--- config.mk ---
export PLATFORM = sky130hd
export DESIGN_NAME = seq_detect_ctrl
export DESIGN_NICKNAME = d
export VERILOG_FILES = /design/src/rtl/seq_detect_ctrl.sv
export SDC_FILE = /design/constraint.sdc
export NUM_CORES = 1
export LEC_CHECK = 0
export ABC_CLOCK_PERIOD_IN_PS = 2000
export BUFFER_PORTS_ARGS = -buffer_cell sky130_fd_sc_hd__clkbuf_2
export CORE_ASPECT_RATIO = 0.75
export CORE_UTILIZATION = 50
export DETAILED_ROUTE_END_ITERATION = 8
export GPL_TIMING_DRIVEN = 1
export PLACE_DENSITY = 0.75
export SLEW_MARGIN = 20
export SYNTH_ARGS = -nofsm -noshare
export SYNTH_HDL_FRONTEND = slang
export SYNTH_SLANG_ARGS = --single-unit
--- constraint.sdc ---
create_clock -name clk -period 2 [get_ports clk]
set_input_delay 0.1 -clock clk [delete_from_list [all_inputs] [get_ports clk]]
set_output_delay 0.1 -clock clk [all_outputs]
set_load 0.02 [all_outputs]
--- src/rtl/seq_detect_ctrl.sv ---
// seq_detect_ctrl: serializes a parallel word into a bit-serial sequence
// detector and collects the per-bit match map and match count.
//
// Ports:
//   clk, rst      rising-edge clock, synchronous active-high reset
//   start, abort  begin a run (IDLE only) / cancel an active run
//   msb_first     serialize order, sampled with start
//   din           word to serialize, sampled with start
//   det_x, det_en bit and valid strobe driven to the detector
//   det_z         detector output, attributed back to its bit
//   busy, done    run in progress / one-cycle completion pulse
//   match_cnt     number of bits whose z was 1
//   match_map     per-bit z map, bit 0 = first serialized bit
module seq_detect_ctrl #(
    parameter int WIDTH = 8,
    parameter int CNT_W = 4,
    parameter int Z_LAT = 1
) (
    input  logic             clk,
    input  logic             rst,
    input  logic             start,
    input  logic             abort,
    input  logic             msb_first,
    input  logic [WIDTH-1:0] din,
    output logic             det_x,
    output logic             det_en,
    input  logic             det_z,
    output logic             busy,
    output logic             done,
    output logic [CNT_W-1:0] match_cnt,
    output logic [WIDTH-1:0] match_map
);

    typedef enum logic [1:0] {
        IDLE,
        SHIFT,
        DRAIN,
        DONE
    } state_t;

    // cyc counts cycles since the start edge; it must reach WIDTH+Z_LAT.
    localparam int CW = $clog2(WIDTH + Z_LAT + 2);
    localparam int IW = (WIDTH > 1) ? $clog2(WIDTH) : 1;

    state_t           state;
    logic [WIDTH-1:0] sreg;
    logic             msb;
    logic [CW-1:0]    cyc;

    // z seen in cycle c belongs to bit c-Z_LAT-1; earlier z is ignored.
    logic          attr;
    logic [IW-1:0] bidx;

    assign attr = (cyc >= CW'(Z_LAT + 1));
    assign bidx = IW'(cyc - CW'(Z_LAT + 1));

    always_ff @(posedge clk) begin
        if (rst) begin
            state     <= IDLE;
            sreg      <= '0;
            msb       <= 1'b0;
            cyc       <= '0;
            det_x     <= 1'b0;
            det_en    <= 1'b0;
            busy      <= 1'b0;
            done      <= 1'b0;
            match_cnt <= '0;
            match_map <= '0;
        end else begin
            case (state)
                IDLE: begin
                    done <= 1'b0;
                    if (start) begin
                        state     <= SHIFT;
                        busy      <= 1'b1;
                        det_en    <= 1'b1;
                        msb       <= msb_first;
                        det_x     <= msb_first ? din[WIDTH-1] : din[0];
                        sreg      <= msb_first ? (din << 1) : (din >> 1);
                        cyc       <= CW'(1);
                        match_cnt <= '0;
                        match_map <= '0;
                    end
                end

                SHIFT, DRAIN: begin
                    if (abort) begin
                        state     <= IDLE;
                        busy      <= 1'b0;
                        det_en    <= 1'b0;
                        det_x     <= 1'b0;
                        sreg      <= '0;
                        cyc       <= '0;
                        match_cnt <= '0;
                        match_map <= '0;
                    end else begin
                        cyc <= cyc + CW'(1);
                        if (attr && det_z) begin
                            match_map[bidx] <= 1'b1;
                            match_cnt       <= match_cnt + CNT_W'(1);
                        end
                        if (state == SHIFT) begin
                            if (cyc == CW'(WIDTH)) begin
                                state  <= DRAIN;
                                det_en <= 1'b0;
                                det_x  <= 1'b0;
                            end else begin
                                det_x <= msb ? sreg[WIDTH-1] : sreg[0];
                                sreg  <= msb ? (sreg << 1) : (sreg >> 1);
                            end
                        end else if (cyc == CW'(WIDTH + Z_LAT)) begin
                            state <= DONE;
                            done  <= 1'b1;
                        end
                    end
                end

                DONE: begin
                    state <= IDLE;
                    done  <= 1'b0;
                    busy  <= 1'b0;
                    cyc   <= '0;
                end

                default: begin
                    state <= IDLE;
                end
            endcase
        end
    end

endmodule

==> impl_metrics.csv, run 1 <==
group,metric,value,unit
pwr,clkPwrFrac,19.0,%
sta,skew,0.01017,ns
pwr,combPwrFrac,50.4,%
status,status,"finished clean",
synth,synth.distinct_cells,45,
global_routing,grt_overflow,0,
global_routing,grt_pass1_wl,6.741,mm
finish,finalNonFillerCells,270,
routing,vias,1560,
sta,timing.final.crit_period,1.879,ns
sta,drv_slew,0,
global_routing,grt_usage,23.89,%
synth,ys_seq_elements,31,
critical_path,reg2reg_depth,7,
synth,ys.flop_type,"dfxtp_1",
pwr,p_leak,0.8568,nW
pwr,p_switching,1.137,mW
clocking,clock-root-buffer,"clkbuf_8",
sta,max_slew_margin,73.71,%
synth,async_flop_share,0,%
clocking,clk_pin_slew,0.06,ns
floorplanning,die_x,70.25,um
floorplanning,start_util,52.76,%
synth,synth.net_count,215,
floorplanning,rows,18,
clocking,numCtsBuffers,5,
routing,drtIter0Drc,81,
critical_path,r2r_end,"match_map[2]$_SDFFE_PP0P_",
hold_path,hp-start,"din[6]",
synth,synth-adder-area-share,7.163,%
routing,drt-total-wl,4.016,mm
global_routing,grt_max_degree,24,
synth,synthXorXnorAreaFrac,0,%
floorplanning,dieArea,3736,um^2
sta,fmax,0.5323,GHz
flow_run,drv_cap,0,
finish,antenna_cells,0,
finish,num-nets-final,253,
floorplanning,coreArea,3311,um^2
finish,area_delta_synth_final,19.41,%
synth,syn-instance-count,191,
place,place_inst,262,
clocking,clkSinkCount,31,
hold_path,min_to,"sreg[7]$_SDFFE_PP0P_",
pwr,power_density,1372,nW/um^2
routing,drtPass1Iterations,4,
sta,period_share,93.93,%
synth,yosys.area_share.simple,19.84,%
pwr,max-vdd-ir-drop,629.7,uV
pwr,internal_power,1.726,mW
critical_path,end_kind,"register",
synth,yosysWarnings,0,
synth,synthMuxAreaShare,9.885,%
pwr,p_sw_share,39.72,%
finish,seqCellArea,620.6,um^2
critical_path,crit_fanout,8,
critical_path,r2r-start,"state[1]$_SDFFE_PP0P_",
finish,multi_input_area,1042,um^2
routing,drc,0,
finish,drive_above_1_share,29.57,%
sta,setup_tns,0,ns
sta,finalSetupViolCount,0,
clocking,ctsHtreeMaxLevel,2,
synth,synth_top_family_by_area,"compound AO/OA/AOI/OAI gates",
routing,wl_per_cell,14.87,um
place,io_buffers,29,
finish,fillers,289,
synth,synth_edf_count,0,
critical_path,worstPathArrival,2.08,ns
critical_path,worstPathRequired,2.20,ns
critical_path,cp-start-kind,"register",
pwr,seq_power_share,30.6,%
global_routing,grt_pass1_vias,1389,
critical_path,r2r_slack,0.12,ns
clocking,postCtsSetupRepairBufs,0,
floorplanning,die_y,53.19,um
clocking,clkLatencyLatePin,0.29,ns
routing,drtAntennaViolNets,0,
hold_path,hp-class,"input pin to register",
sta,tightestPinTransition,0.3937,ns
synth,syn_area_per_cell,9.145,um^2
sta,hold_viol,0,
routing,vias_per_cell,5.778,
place,hpwl,2.974,mm
synth,synth-compound-area-share,21.78,%
synth,yosysSeqAreaShare,35.53,%
hold_path,hold_depth,3,
global_routing,antenna_found_initial,0,
place,gp_congestion,0.7914,
clocking,cts_tree,"yes",
synth,netlist_area,1747,um^2
clocking,ctsHoldBuffers,0,
clocking,clock_path_buffers,2,
critical_path,path_class,"register to register",
floorplanning,io_pins,30,
## worst max-delay path by stage
| stage | start | end | slack, ns |
|---|---|---|---|
| 2_1_floorplan | state[0]$_SDFFE_PP0P_ | sreg[7]$_SDFFE_PP0P_ | 0.02 |
| 3_3_place_gp | state[1]$_SDFFE_PP0P_ | sreg[6]$_SDFFE_PP0P_ | 0.06 |
| 3_5_place_dp | state[1]$_SDFFE_PP0P_ | sreg[6]$_SDFFE_PP0P_ | 0.08 |
| 4_1_cts | state[1]$_SDFFE_PP0P_ | sreg[6]$_SDFFE_PP0P_ | 0.07 |
| 5_1_grt | state[1]$_SDFFE_PP0P_ | match_map[1]$_SDFFE_PP0P_ | -0.02 |
| 6_report | state[1]$_SDFFE_PP0P_ | match_map[2]$_SDFFE_PP0P_ | 0.12 |
## cells in the final DEF, fill, tap and decap left out, types with 2 or more instances in the layout
cell type / count
nand2b_1: 4
clkbuf_8: 7
nor2_1: 18
a31oi_1: 2
o21ai_0: 10
dfxtp_1: 31
a211oi_1: 3
nand2_1: 12
inv_1: 5
a22oi_1: 2
nor2b_1: 4
o221a_2: 6
a21oi_1: 13
clkbuf_2: 29
mux2_2: 2
nand4b_1: 2
buf_4: 13
nand3_1: 5
ha_1: 9
mux2i_1: 15
nor3_1: 10
a22o_1: 2
a32o_1: 2
## critical path: stages, from the launching register on
cell and delay [ns]:
dfxtp_1 0.34, inv_1 0.11, ha_2 0.42, nand2b_2 0.14, nor4_2 0.35, buf_4 0.20, nand2_1 0.06, o21ai_0 0.18
## logic make-up (layout without fill, tap and decap cells)
| group | after synthesis | in the layout |
|---|---|---|
| AO/OA/AOI/OAI | 49 | 49 |
| AND/OR/NAND/NOR | 67 | 67 |
| multiplexers | 17 | 17 |
| buffers and inverters | 17 | 56 |
| adder cells (fa/ha/maj) | 10 | 10 |
| flip-flops | 31 | 31 |
## cell usage after synthesis, types with 2 or more instances
master | number | area, um^2
a211oi_1 | 3 | 22.52
a32o_1 | 2 | 20.02
buf_6 | 3 | 33.78
nor3_1 | 10 | 50.05
nand3_1 | 5 | 25.02
nand4b_1 | 2 | 17.52
dfxtp_1 | 31 | 620.6
buf_4 | 2 | 15.01
buf_2 | 2 | 10.01
nand2b_1 | 5 | 31.28
mux2i_1 | 15 | 150.1
a22o_1 | 2 | 17.52
a31oi_1 | 2 | 12.51
nand2_1 | 12 | 45.04
ha_1 | 10 | 125.1
clkbuf_1 | 4 | 15.01
o21ai_0 | 10 | 50.05
nor2_1 | 18 | 67.56
a21oi_1 | 13 | 65.06
a22oi_1 | 2 | 15.01
nor2b_1 | 4 | 25.02
o221a_2 | 6 | 67.56
mux2_2 | 2 | 22.52
inv_1 | 5 | 18.77
## through the flow
step                total power [mW]  setup slack [ns]  area [um^2]  utilization (%)  hold slack [ns]
global placement               2.239           0.05714         1964            59.33           0.4279
global route                   3.051          -0.01945         2086            63.00           0.1685
CTS                            2.810           0.06901         2064            62.36           0.1290
detailed placement             2.259           0.08296         1964            59.33           0.4215
floorplan                      1.921           0.02371         1747                -           0.2606
finish                         2.863            0.1213         2086            63.00           0.1369
## per-layer routing
layer  GRT usage, %  up-vias  share of wire, %  wire, um
li1               -      783                 -         -
met1          35.07      735                53      2140
met2          33.02       33                41      1649
met3          6.095        9               4.0       160
met4          8.667        0               1.6        65
met5              0        -                 0         0
## what timing repair did
| item | in CTS | in global routing |
|---|---|---|
| setup endpoints to repair | 0 | 17 |
| hold endpoints to repair | 0 | 0 |
| resized for setup | 0 | 5 |
## power groups by stage
stage / Clock [mW] / Combinational, mW / Sequential [mW]
after global placement: 0 / 1.37 / 0.874
after detailed placement: 0 / 1.38 / 0.880
after floorplan: 0 / 1.03 / 0.889
after global routing: 0.580 / 1.58 / 0.889
final: 0.544 / 1.44 / 0.876
after CTS: 0.555 / 1.39 / 0.868
## layout make-up
| class | count | share of cell area, % |
|---|---|---|
| sequential | 31 | 29.75 |
| clock buffer | 8 | 4.799 |
| timing repair buffer | 43 | 12.18 |
| tap | 40 | 2.400 |
| inverter | 5 | 0.8998 |
| multi-input combinational | 143 | 49.97 |
## registers in the layout, indices dropped and copies added (netlist names)
signal,count
match_map,8
sreg,8
cyc,4
match_cnt,4
state,2
busy,1
det_en,1
det_x,1
done,1
msb,1
No activity file was read; power rests on OpenSTA's default activity.
==> run 2: changes to the inputs <==
==> config.mk (replaced) <==
export PLATFORM = sky130hd
export DESIGN_NAME = seq_detect_ctrl
export DESIGN_NICKNAME = d
export VERILOG_FILES = /design/src/rtl/seq_detect_ctrl.sv
export SDC_FILE = /design/constraint.sdc
export NUM_CORES = 1
export LEC_CHECK = 0
export ABC_AREA = 1
export ABC_CLOCK_PERIOD_IN_PS = 2000
export BUFFER_PORTS_ARGS = -buffer_cell sky130_fd_sc_hd__buf_2
export CORE_ASPECT_RATIO = 0.75
export CORE_UTILIZATION = 50
export DETAILED_ROUTE_END_ITERATION = 8
export GPL_TIMING_DRIVEN = 1
export PLACE_DENSITY = 0.75
export SYNTH_ARGS = -nofsm -noshare
export SYNTH_HDL_FRONTEND = slang
export SYNTH_SLANG_ARGS = --single-unit
==> run 2 against run 1 <==
Clock-buffer cell count fell by 2. Largest power group unchanged. Cell area shrank 0.84%. Cell count up 24%. Combinational power is 9% higher. Synthesized area fell by 0.64%. Register-to-register slack improved by 0.04 ns. Power rose by 12%. Global-route usage increased by 1.3 points. Flip-flop and latch count unchanged. Die area down 0.63%. Sequential share of layout area is 0.25 points higher. Critical path type unchanged.
==> impl_metrics.csv, run 2 <==
group,metric,value,unit
sta,period_share,91.97,%
synth,synth.area.top_cells,"dfxtp_1 (36%), nand2_1 (13%), nor2_1 (8.9%)",
global_routing,grt_overflow,0,
clocking,ctsHoldBuffers,0,
sta,rsz0062_at_grt,"no",
routing,drt-total-wl,4.139,mm
finish,finalNonFillerCells,335,
synth,ys_top_cells_by_count,"nand2_1 (58), nor2_1 (41), dfxtp_1 (31), inv_1 (28), nand3_1 (21)",
clocking,clock_path_buffers,2,
synth,yosysSeqAreaShare,35.76,%
synth,synth.net_count,280,
floorplanning,rows,18,
floorplanning,die_x,70.03,um
sta,tightestPinTransition,0.4846,ns
pwr,p_sw_share,44.53,%
finish,num-nets-final,318,
sta,setup_slack,0.1606,ns
global_routing,grt_usage,25.16,%
pwr,power,3.196,mW
place,place_inst,327,
pwr,clkPwrFrac,20.4,%
synth,ys.flop_type,"dfxtp_1",
clocking,clkSinkCount,31,
sta,hold_viol,0,
clocking,clk_pin_slew,0.07,ns
synth,synth.distinct_cells,27,
synth,synth_edf_count,0,
critical_path,critical_path.max_stage_delay,0.39,ns
routing,vias,1745,
finish,seqCellArea,620.6,um^2
pwr,max-vdd-ir-drop,880.6,uV
clocking,clock-root-buffer,"clkbuf_8",
critical_path,crit_fanout,6,
synth,post-synth-top-area-cell,"dfxtp_1",
clocking,clkLatencyLatePin,0.29,ns
pwr,seq_power_share,30.6,%
global_routing,grt_pass1_vias,1522,
sta,timing.final.crit_period,1.839,ns
synth,netlist_area,1735,um^2
finish,multi_input_area,954.7,um^2
synth,yosysWarnings,0,
place,io_buffers,29,
routing,wl_per_cell,12.36,um
synth,yosysMostFrequentCell,"nand2_1",
pwr,combPwrFrac,49.0,%
floorplanning,coreArea,3311,um^2
finish,drive_above_1_share,19.66,%
finish,fillers,312,
sta,fmax,0.5437,GHz
critical_path,worstPathRequired,2.23,ns
critical_path,cp-start-kind,"register",
finish,fin_area,2068,um^2
global_routing,grt_max_degree,18,
finish,antenna_cells,0,
pwr,power_density,1545,nW/um^2
routing,drc,0,
sta,finalSetupViolCount,0,
finish,layout_commonest_cell,"nand2_1",
floorplanning,start_util,52.42,%
floorplanning,dieArea,3713,um^2
critical_path,end_kind,"register",
hold_path,hp-class,"input pin to register",
global_routing,grt_pass1_wl,7.086,mm
synth,ys_seq_elements,31,
synth,async_flop_share,0,%
critical_path,cp_slowest_cell,"dfxtp_1",
finish,final_cell_mix,"nand2_1 (58), nor2_1 (41), dfxtp_1 (31)",
place,placed_area,1943,um^2
critical_path,critPathBufInv,3,
flow_run,drv_cap,0,
routing,drtIter0Drc,124,
clocking,cts_tree,"yes",
floorplanning,io_pins,30,
global_routing,antenna_found_initial,0,
place,place_ws,0.09880,ns
synth,syn_area_per_cell,6.779,um^2
clocking,numCtsBuffers,5,
critical_path,worstPathArrival,2.07,ns
sta,hold_ws,0.1078,ns
critical_path,crit_chain,"inv_1 > ha_2 > inv_2 > nor2_2 > buf_4 > o211ai_1 > nand3_1 > nor2_1 > nor2_1",
place,gp_congestion,0.9217,
pwr,internal_power,1.773,mW
critical_path,path_delay_family,"simple AND/OR/NAND/NOR gates",
place,hpwl,3.035,mm
routing,vias_per_cell,5.209,
synth,synth_top_area_share,35.76,%
floorplanning,die_y,53.02,um
synth,syn-instance-count,256,
critical_path,path_class,"register to register",
finish,reg_top3,"match_map: 8 flops, sreg: 8 flops",
clocking,ctsHtreeMaxLevel,2,
sta,drv_slew,0,
routing,drtPass1Iterations,4,
critical_path,path_common_cell,"nor2_1",
sta,max_slew_margin,67.65,%
status,status,"finished clean",
sta,skew,0.004346,ns
pwr,p_leak,0.9680,nW
finish,area_delta_synth_final,19.18,%
finish,final_util,62.47,%
routing,drtAntennaViolNets,0,
sta,setup_tns,0,ns
pwr,p_switching,1.423,mW
## run 2: changes by cell type after synthesis, moves of 6 or more
cell / change
mux2i_1: -15
nor3_1: -6
inv_1: +23
nand2_1: +46
nor2_1: +23
o221a_2: -6
nand3_1: +16
## run 2: worst paths after layout
| path | start | end | slack [ns] | cells past startpoint |
|---|---|---|---|---|
| setup / recovery | state[0]$_SDFFE_PP0P_ | sreg[1]$_SDFFE_PP0P_ | 0.16 | 9 |
| hold / removal | rst | match_cnt[2]$_SDFFE_PP0P_ | 0.11 | 2 |
| setup reg to reg | state[0]$_SDFFE_PP0P_ | sreg[1]$_SDFFE_PP0P_ | 0.16 | 9 |
| hold reg to reg | match_map[3]$_SDFFE_PP0P_ | match_map[3]$_SDFFE_PP0P_ | 0.45 | 2 |
## run 2: area by class of cell
class	count	share of cell area [%]
Clock inverter	2	1.694
Tap cell	40	2.420
Clock buffer	6	3.993
Inverter	30	5.445
Sequential cell	31	30.01
Timing Repair Buffer	38	10.28
Multi-Input combinational cell	188	46.16
## run 2: per-layer routing
layer	vias to the layer above	wire length [um]	track usage, %
li1	900	-	-
met5	-	0	0
met2	62	1653	35.90
met3	7	342	6.857
met4	0	51	8.000
met1	776	2092	36.25
## run 2: repair_timing
action | CTS | global route
endpoints found under the setup margin | 0 | 12
setup buffers | 0 | 0
resized for setup | 0 | 2
## run 2: logic make-up after synthesis
logic type               after synthesis  synth area share [%]
adder cells (fa/ha/maj)               10                 7.210
AND/OR/NAND/NOR                      134                 32.52
AO/OA/AOI/OAI                         43                 14.35
XOR/XNOR                               1                0.5048
buffers and inverters                 37                 9.661
flip-flops                            31                 35.76
## run 2: power by group through the flow
| stage | clock, mW | combinational, mW | sequential, mW |
|---|---|---|---|
| 2_1_floorplan | 0 | 1.07 | 1.02 |
| 5_1_grt | 0.690 | 1.76 | 1.00 |
| 6_report | 0.653 | 1.57 | 0.977 |
| 3_3_place_gp | 0 | 1.51 | 0.980 |
| 4_1_cts | 0.658 | 1.53 | 0.969 |
| 3_5_place_dp | 0 | 1.52 | 0.977 |
